===== src/rtl/ysyx_22050019_axi_arbiter.sv =====
// Shares one single-beat AXI slave port between the icache (M0, read-only) and the dcache (M1, read/write).
// One transaction at a time; writes win, and tied reads alternate round-robin.
module ysyx_22050019_axi_arbiter #(
  parameter int ADDR_WIDTH = 32,
  parameter int DATA_WIDTH = 64
) (
  input  logic                    clk,
  input  logic                    rst,
  input  logic                    m0_ar_valid_i,
  output logic                    m0_ar_ready_o,
  input  logic [ADDR_WIDTH-1:0]   m0_ar_addr_i,
  output logic                    m0_r_valid_o,
  input  logic                    m0_r_ready_i,
  output logic [1:0]              m0_r_resp_o,
  output logic [DATA_WIDTH-1:0]   m0_r_data_o,
  input  logic                    m1_ar_valid_i,
  output logic                    m1_ar_ready_o,
  input  logic [ADDR_WIDTH-1:0]   m1_ar_addr_i,
  output logic                    m1_r_valid_o,
  input  logic                    m1_r_ready_i,
  output logic [1:0]              m1_r_resp_o,
  output logic [DATA_WIDTH-1:0]   m1_r_data_o,
  input  logic                    m1_aw_valid_i,
  output logic                    m1_aw_ready_o,
  input  logic [ADDR_WIDTH-1:0]   m1_aw_addr_i,
  input  logic                    m1_w_valid_i,
  output logic                    m1_w_ready_o,
  input  logic [DATA_WIDTH-1:0]   m1_w_data_i,
  input  logic [DATA_WIDTH/8-1:0] m1_w_strb_i,
  output logic                    m1_b_valid_o,
  input  logic                    m1_b_ready_i,
  output logic [1:0]              m1_b_resp_o,
  output logic                    s_ar_valid_o,
  input  logic                    s_ar_ready_i,
  output logic [ADDR_WIDTH-1:0]   s_ar_addr_o,
  input  logic                    s_r_valid_i,
  output logic                    s_r_ready_o,
  input  logic [1:0]              s_r_resp_i,
  input  logic [DATA_WIDTH-1:0]   s_r_data_i,
  output logic                    s_aw_valid_o,
  input  logic                    s_aw_ready_i,
  output logic [ADDR_WIDTH-1:0]   s_aw_addr_o,
  output logic                    s_w_valid_o,
  input  logic                    s_w_ready_i,
  output logic [DATA_WIDTH-1:0]   s_w_data_o,
  output logic [DATA_WIDTH/8-1:0] s_w_strb_o,
  input  logic                    s_b_valid_i,
  output logic                    s_b_ready_o,
  input  logic [1:0]              s_b_resp_i
);

  typedef enum logic [2:0] {IDLE, RD_AR, RD_R, WR_AW, WR_W, WR_B} state_e;

  state_e state_q, state_d;
  logic   gnt_q, gnt_d;
  logic   last_q, last_d;

  // last resets to 1 so that M0 wins the first tie
  always_ff @(posedge clk) begin
    if (rst) begin
      state_q <= IDLE;
      gnt_q   <= 1'b0;
      last_q  <= 1'b1;
    end else begin
      state_q <= state_d;
      gnt_q   <= gnt_d;
      last_q  <= last_d;
    end
  end

  always_comb begin
    state_d       = state_q;
    gnt_d         = gnt_q;
    last_d        = last_q;
    m0_ar_ready_o = 1'b0;
    m0_r_valid_o  = 1'b0;
    m0_r_resp_o   = '0;
    m0_r_data_o   = '0;
    m1_ar_ready_o = 1'b0;
    m1_r_valid_o  = 1'b0;
    m1_r_resp_o   = '0;
    m1_r_data_o   = '0;
    m1_aw_ready_o = 1'b0;
    m1_w_ready_o  = 1'b0;
    m1_b_valid_o  = 1'b0;
    m1_b_resp_o   = '0;
    s_ar_valid_o  = 1'b0;
    s_ar_addr_o   = '0;
    s_r_ready_o   = 1'b0;
    s_aw_valid_o  = 1'b0;
    s_aw_addr_o   = '0;
    s_w_valid_o   = 1'b0;
    s_w_data_o    = '0;
    s_w_strb_o    = '0;
    s_b_ready_o   = 1'b0;

    case (state_q)
      IDLE: begin
        if (m1_aw_valid_i) begin
          state_d = WR_AW;
        end else if (m0_ar_valid_i && m1_ar_valid_i) begin
          state_d = RD_AR;
          gnt_d   = ~last_q;
        end else if (m0_ar_valid_i) begin
          state_d = RD_AR;
          gnt_d   = 1'b0;
        end else if (m1_ar_valid_i) begin
          state_d = RD_AR;
          gnt_d   = 1'b1;
        end
      end
      RD_AR: begin
        s_ar_valid_o = gnt_q ? m1_ar_valid_i : m0_ar_valid_i;
        s_ar_addr_o  = gnt_q ? m1_ar_addr_i : m0_ar_addr_i;
        if (gnt_q) m1_ar_ready_o = s_ar_ready_i;
        else       m0_ar_ready_o = s_ar_ready_i;
        if (s_ar_valid_o && s_ar_ready_i) state_d = RD_R;
      end
      RD_R: begin
        if (gnt_q) begin
          m1_r_valid_o = s_r_valid_i;
          m1_r_data_o  = s_r_data_i;
          m1_r_resp_o  = s_r_resp_i;
          s_r_ready_o  = m1_r_ready_i;
        end else begin
          m0_r_valid_o = s_r_valid_i;
          m0_r_data_o  = s_r_data_i;
          m0_r_resp_o  = s_r_resp_i;
          s_r_ready_o  = m0_r_ready_i;
        end
        if (s_r_valid_i && s_r_ready_o) begin
          state_d = IDLE;
          last_d  = gnt_q;
        end
      end
      WR_AW: begin
        s_aw_valid_o  = m1_aw_valid_i;
        s_aw_addr_o   = m1_aw_addr_i;
        m1_aw_ready_o = s_aw_ready_i;
        if (m1_aw_valid_i && s_aw_ready_i) state_d = WR_W;
      end
      WR_W: begin
        s_w_valid_o  = m1_w_valid_i;
        s_w_data_o   = m1_w_data_i;
        s_w_strb_o   = m1_w_strb_i;
        m1_w_ready_o = s_w_ready_i;
        if (m1_w_valid_i && s_w_ready_i) state_d = WR_B;
      end
      WR_B: begin
        m1_b_valid_o = s_b_valid_i;
        m1_b_resp_o  = s_b_resp_i;
        s_b_ready_o  = m1_b_ready_i;
        if (s_b_valid_i && m1_b_ready_i) state_d = IDLE;
      end
      default: state_d = IDLE;
    endcase
  end

endmodule


===== config.mk =====
export PLATFORM = sky130hd
export DESIGN_NAME = ysyx_22050019_axi_arbiter
export DESIGN_NICKNAME = d
export VERILOG_FILES = /design/src/rtl/ysyx_22050019_axi_arbiter.sv
export SDC_FILE = /design/constraint.sdc
export NUM_CORES = 1
export LEC_CHECK = 0
export CAP_MARGIN = 20
export CORE_AREA = 2 2 205 207
export DETAILED_ROUTE_END_ITERATION = 10
export DIE_AREA = 0 0 207 209
export SLEW_MARGIN = 40
export SYNTH_ARGS = -nofsm -noshare
export SYNTH_HDL_FRONTEND = slang
export SYNTH_SLANG_ARGS = --single-unit
export TNS_END_PERCENT = 10

===== constraint.sdc =====
create_clock -name clk -period 2.4 [get_ports clk]
set_input_delay 0.6 -clock clk [delete_from_list [all_inputs] [get_ports clk]]
set_output_delay 0.6 -clock clk [all_outputs]
set_load 0.02 [all_outputs]

==> results.sh <==
export IMPL_clock_skew_ns=0.001092
export IMPL_period_needed_ns=2.379
export IMPL_grt_usage_pct=9.213
export IMPL_drive_above_1_share_pct=26.21
export IMPL_grt_pass1_vias=4750
export IMPL_cp_required_ns=1.80
export IMPL_ys_ff_latch=5
export IMPL_final_cell_mix="249 x clkdlybuf4s50_1, 245 x and2_1, 97 x clkbuf_2"
export IMPL_max_freq_mhz=420.3
export IMPL_wire_per_inst_um=14.77
export IMPL_vias=4681
export IMPL_n_fill_cell=4665
export IMPL_seqCellArea_um2=101.3
export IMPL_syn_area_um2=2515
export IMPL_core_um2=41290
export IMPL_fp_dieW_um=207
export IMPL_drtAntennaViolNets=0
export IMPL_critPathSlowestCell="or3b_4"
export IMPL_die_y_um=209
export IMPL_dp_hpwl_um=18940
export IMPL_start_kind="flop"
export IMPL_cts_root_buf="clkbuf_16"
export IMPL_reg2reg_to="state_q[0]"
export IMPL_cp_cell_sequence="or3b_4 -> nor2_4 -> buf_12 -> buf_16 -> and2_1 -> clkdlybuf4s15_2"
export IMPL_multiInputGateArea_um2=2283
export IMPL_yosys_top_cells_area="and2_1 61%, mux2i_1 14%, nor2_1 6.0%"
export IMPL_max_cap_violations=0
export IMPL_yosysTopAreaCellShare_pct=61.19
export IMPL_nNetsFinal=1178
export IMPL_status="finished, final reports clean"
export IMPL_hold_path_endpoint="last_q"
export IMPL_hold_path_class="reg -> reg"
export IMPL_power_leakage_uw=0.003921
export IMPL_crit_fanout=16
export IMPL_insertion_delay_ns=0.23
export IMPL_synth_cells=394
export IMPL_grt_pass1_wl_um=30070
export IMPL_row_count=75
export IMPL_cts_sink_count=5
export IMPL_portBuffers=531
export IMPL_area_growth_pct=220.9
export IMPL_p_per_area_nw_per_um2=460.8
export IMPL_via_per_inst=3.191
export IMPL_hold_viol_final=0
export IMPL_design_portCount=532
export IMPL_final_common_cell="clkdlybuf4s50_1"
export IMPL_final_cells=1467
export IMPL_hold_depth=2
export IMPL_grt_overflow=0
export IMPL_place_inst=1458
export IMPL_totalWireLength_um=21670
export IMPL_relSlewSlack_pct=77.36
export IMPL_min_period_over_period_pct=99.14
export IMPL_drv_slew=0
export IMPL_r2r_start="state_q[2]"
export IMPL_max_stage_delay_ns=0.44
export IMPL_start_util_pct=6.091
export IMPL_synth_cell_types=26
export IMPL_arrival_ns=1.78
export IMPL_gp_congestion=0.8737
export IMPL_hold_path_startpoint="last_q"
export IMPL_clk_pin_slew_worst_paths_ns=0.03
export IMPL_power_uw=3720
export IMPL_worstSetupPathType="reg -> out"
export IMPL_ys_seq_area_share_pct=3.980
export IMPL_tightest_slew_ns=0.3365
export IMPL_clk_path_buf_depth=2
export IMPL_reg2regPathDepth=7
export IMPL_grt_max_degree=70
export IMPL_holdWs_ns=0.4849
export IMPL_yosys_area_top_type="and2_1"
export IMPL_dieArea_um2=43260
export IMPL_htreeDepth=1
export IMPL_synth_fp_nets=644
export IMPL_rsz0062_at_grt="true"
export IMPL_synth_warnings=0
export IMPL_cts_made_buffers=3
export IMPL_drcViolationCount=0
export IMPL_setup_viol=0
export IMPL_reg2reg_slack_ns=0.36
export IMPL_drtPass1Iterations=4
export IMPL_avgSynthCellArea_um2=6.383
export IMPL_first_iter_violations=161
export IMPL_ir_worst_vdd_mv=0.2470
export IMPL_antenna_found_initial=0
export IMPL_end_kind="output pin"
export IMPL_tritoncts="built"
-- routing by layer --
| metal | GRT usage, % | wire length (µm) | share of wire (%) |
|---|---|---|---|
| met3 | 3.036 | 1930 | 8.9 |
| met2 | 18.11 | 11490 | 53 |
| met5 | 0 | 0 | 0 |
| met1 | 9.546 | 8010 | 37 |
| met4 | 1.404 | 244 | 1.1 |
-- per-stage QoR --
stage                     utilization, %  setup slack (ns)  setup TNS [ns]  cell area, µm²
after floorplan                        -            0.2094               0            2515
after global placement             21.19           -0.1625          -17.99            8751
after detailed placement           21.19           -0.1883          -20.94            8751
after CTS                          20.79          -0.09616        -0.09616            8586
after global routing               19.54          -0.05796         -0.1797            8069
final                              19.55           0.02061               0            8071
-- how the worst max path moves through the flow --
stage | start | cells after the start | endpoint
after floorplan | state_q[0] | 6 | m0_r_data_o[14]
after global placement | state_q[0] | 5 | m0_r_data_o[55]
after detailed placement | state_q[0] | 5 | m0_r_data_o[55]
after CTS | state_q[0] | 6 | m0_r_data_o[41]
after global routing | state_q[2] | 6 | m0_r_data_o[57]
final | state_q[0] | 6 | m0_r_data_o[57]
-- worst max-delay path, delay by kind of cell, from the launching register on --
kind / cells / cell delay, ns
flip-flops: 1 / 0.30
AND/OR/NAND/NOR: 3 / 0.71
buffers and inverters: 3 / 0.54
-- cells by family after synthesis --
kind of cell	Yosys count	share of synthesized area, %
AOI/OAI and AO/OA	10	2.836
buffers and inverters	38	6.517
DFF	5	3.980
muxes	36	14.58
and+or+nand+nor	305	72.09
-- sequential cells by signal (all words and copies together) (netlist names) --
name	cells
state_q	3
gnt_q	1
last_q	1
-- cell usage after synthesis --
cell	count
o21a_1	1
nand2_1	7
o211ai_1	3
nor4_1	1
buf_2	11
a31oi_1	1
buf_6	1
and3b_1	2
nor3b_1	1
buf_1	3
mux2_4	1
mux2i_1	34
inv_1	3
nor3_1	3
mux2_2	1
a211oi_1	1
nor2b_1	2
or3b_1	1
clkbuf_1	20
nor2_1	40
nor4b_4	1
and2_1	246
dfxtp_1	5
a22o_1	2
nand4_1	1
a21oi_1	2
-- area by class of cell --
type | instances | share of cell area, %
Timing Repair Buffer | 564 | 60.95
Multi-Input combinational cell | 351 | 28.29
Tap cell | 539 | 8.355
Sequential cell | 5 | 1.256
Clock buffer | 4 | 0.9766
Inverter | 3 | 0.1395
Antenna cell | 1 | 0.03100
-- where the power goes --
| group | internal [µW] | switching [µW] | leakage, µW | total [µW] |
|---|---|---|---|---|
| clock | 220 | 53.8 | 0.0000382 | 274 |
| sequential | 107 | 13.3 | 0.0000414 | 120 |
| combinational | 1570 | 1760 | 0.00384 | 3330 |
| total | 1900 | 1820 | 0.00392 | 3720 |
-- repair_timing --
item                                    CTS  global route
buffers inserted                          2             0
pin swaps                                 0             0
endpoints found under the setup margin  257           157
hold buffers                              0             0
gates resized for setup                 509           192
cloned                                    2             0
(Power assumes the default switching activity.)
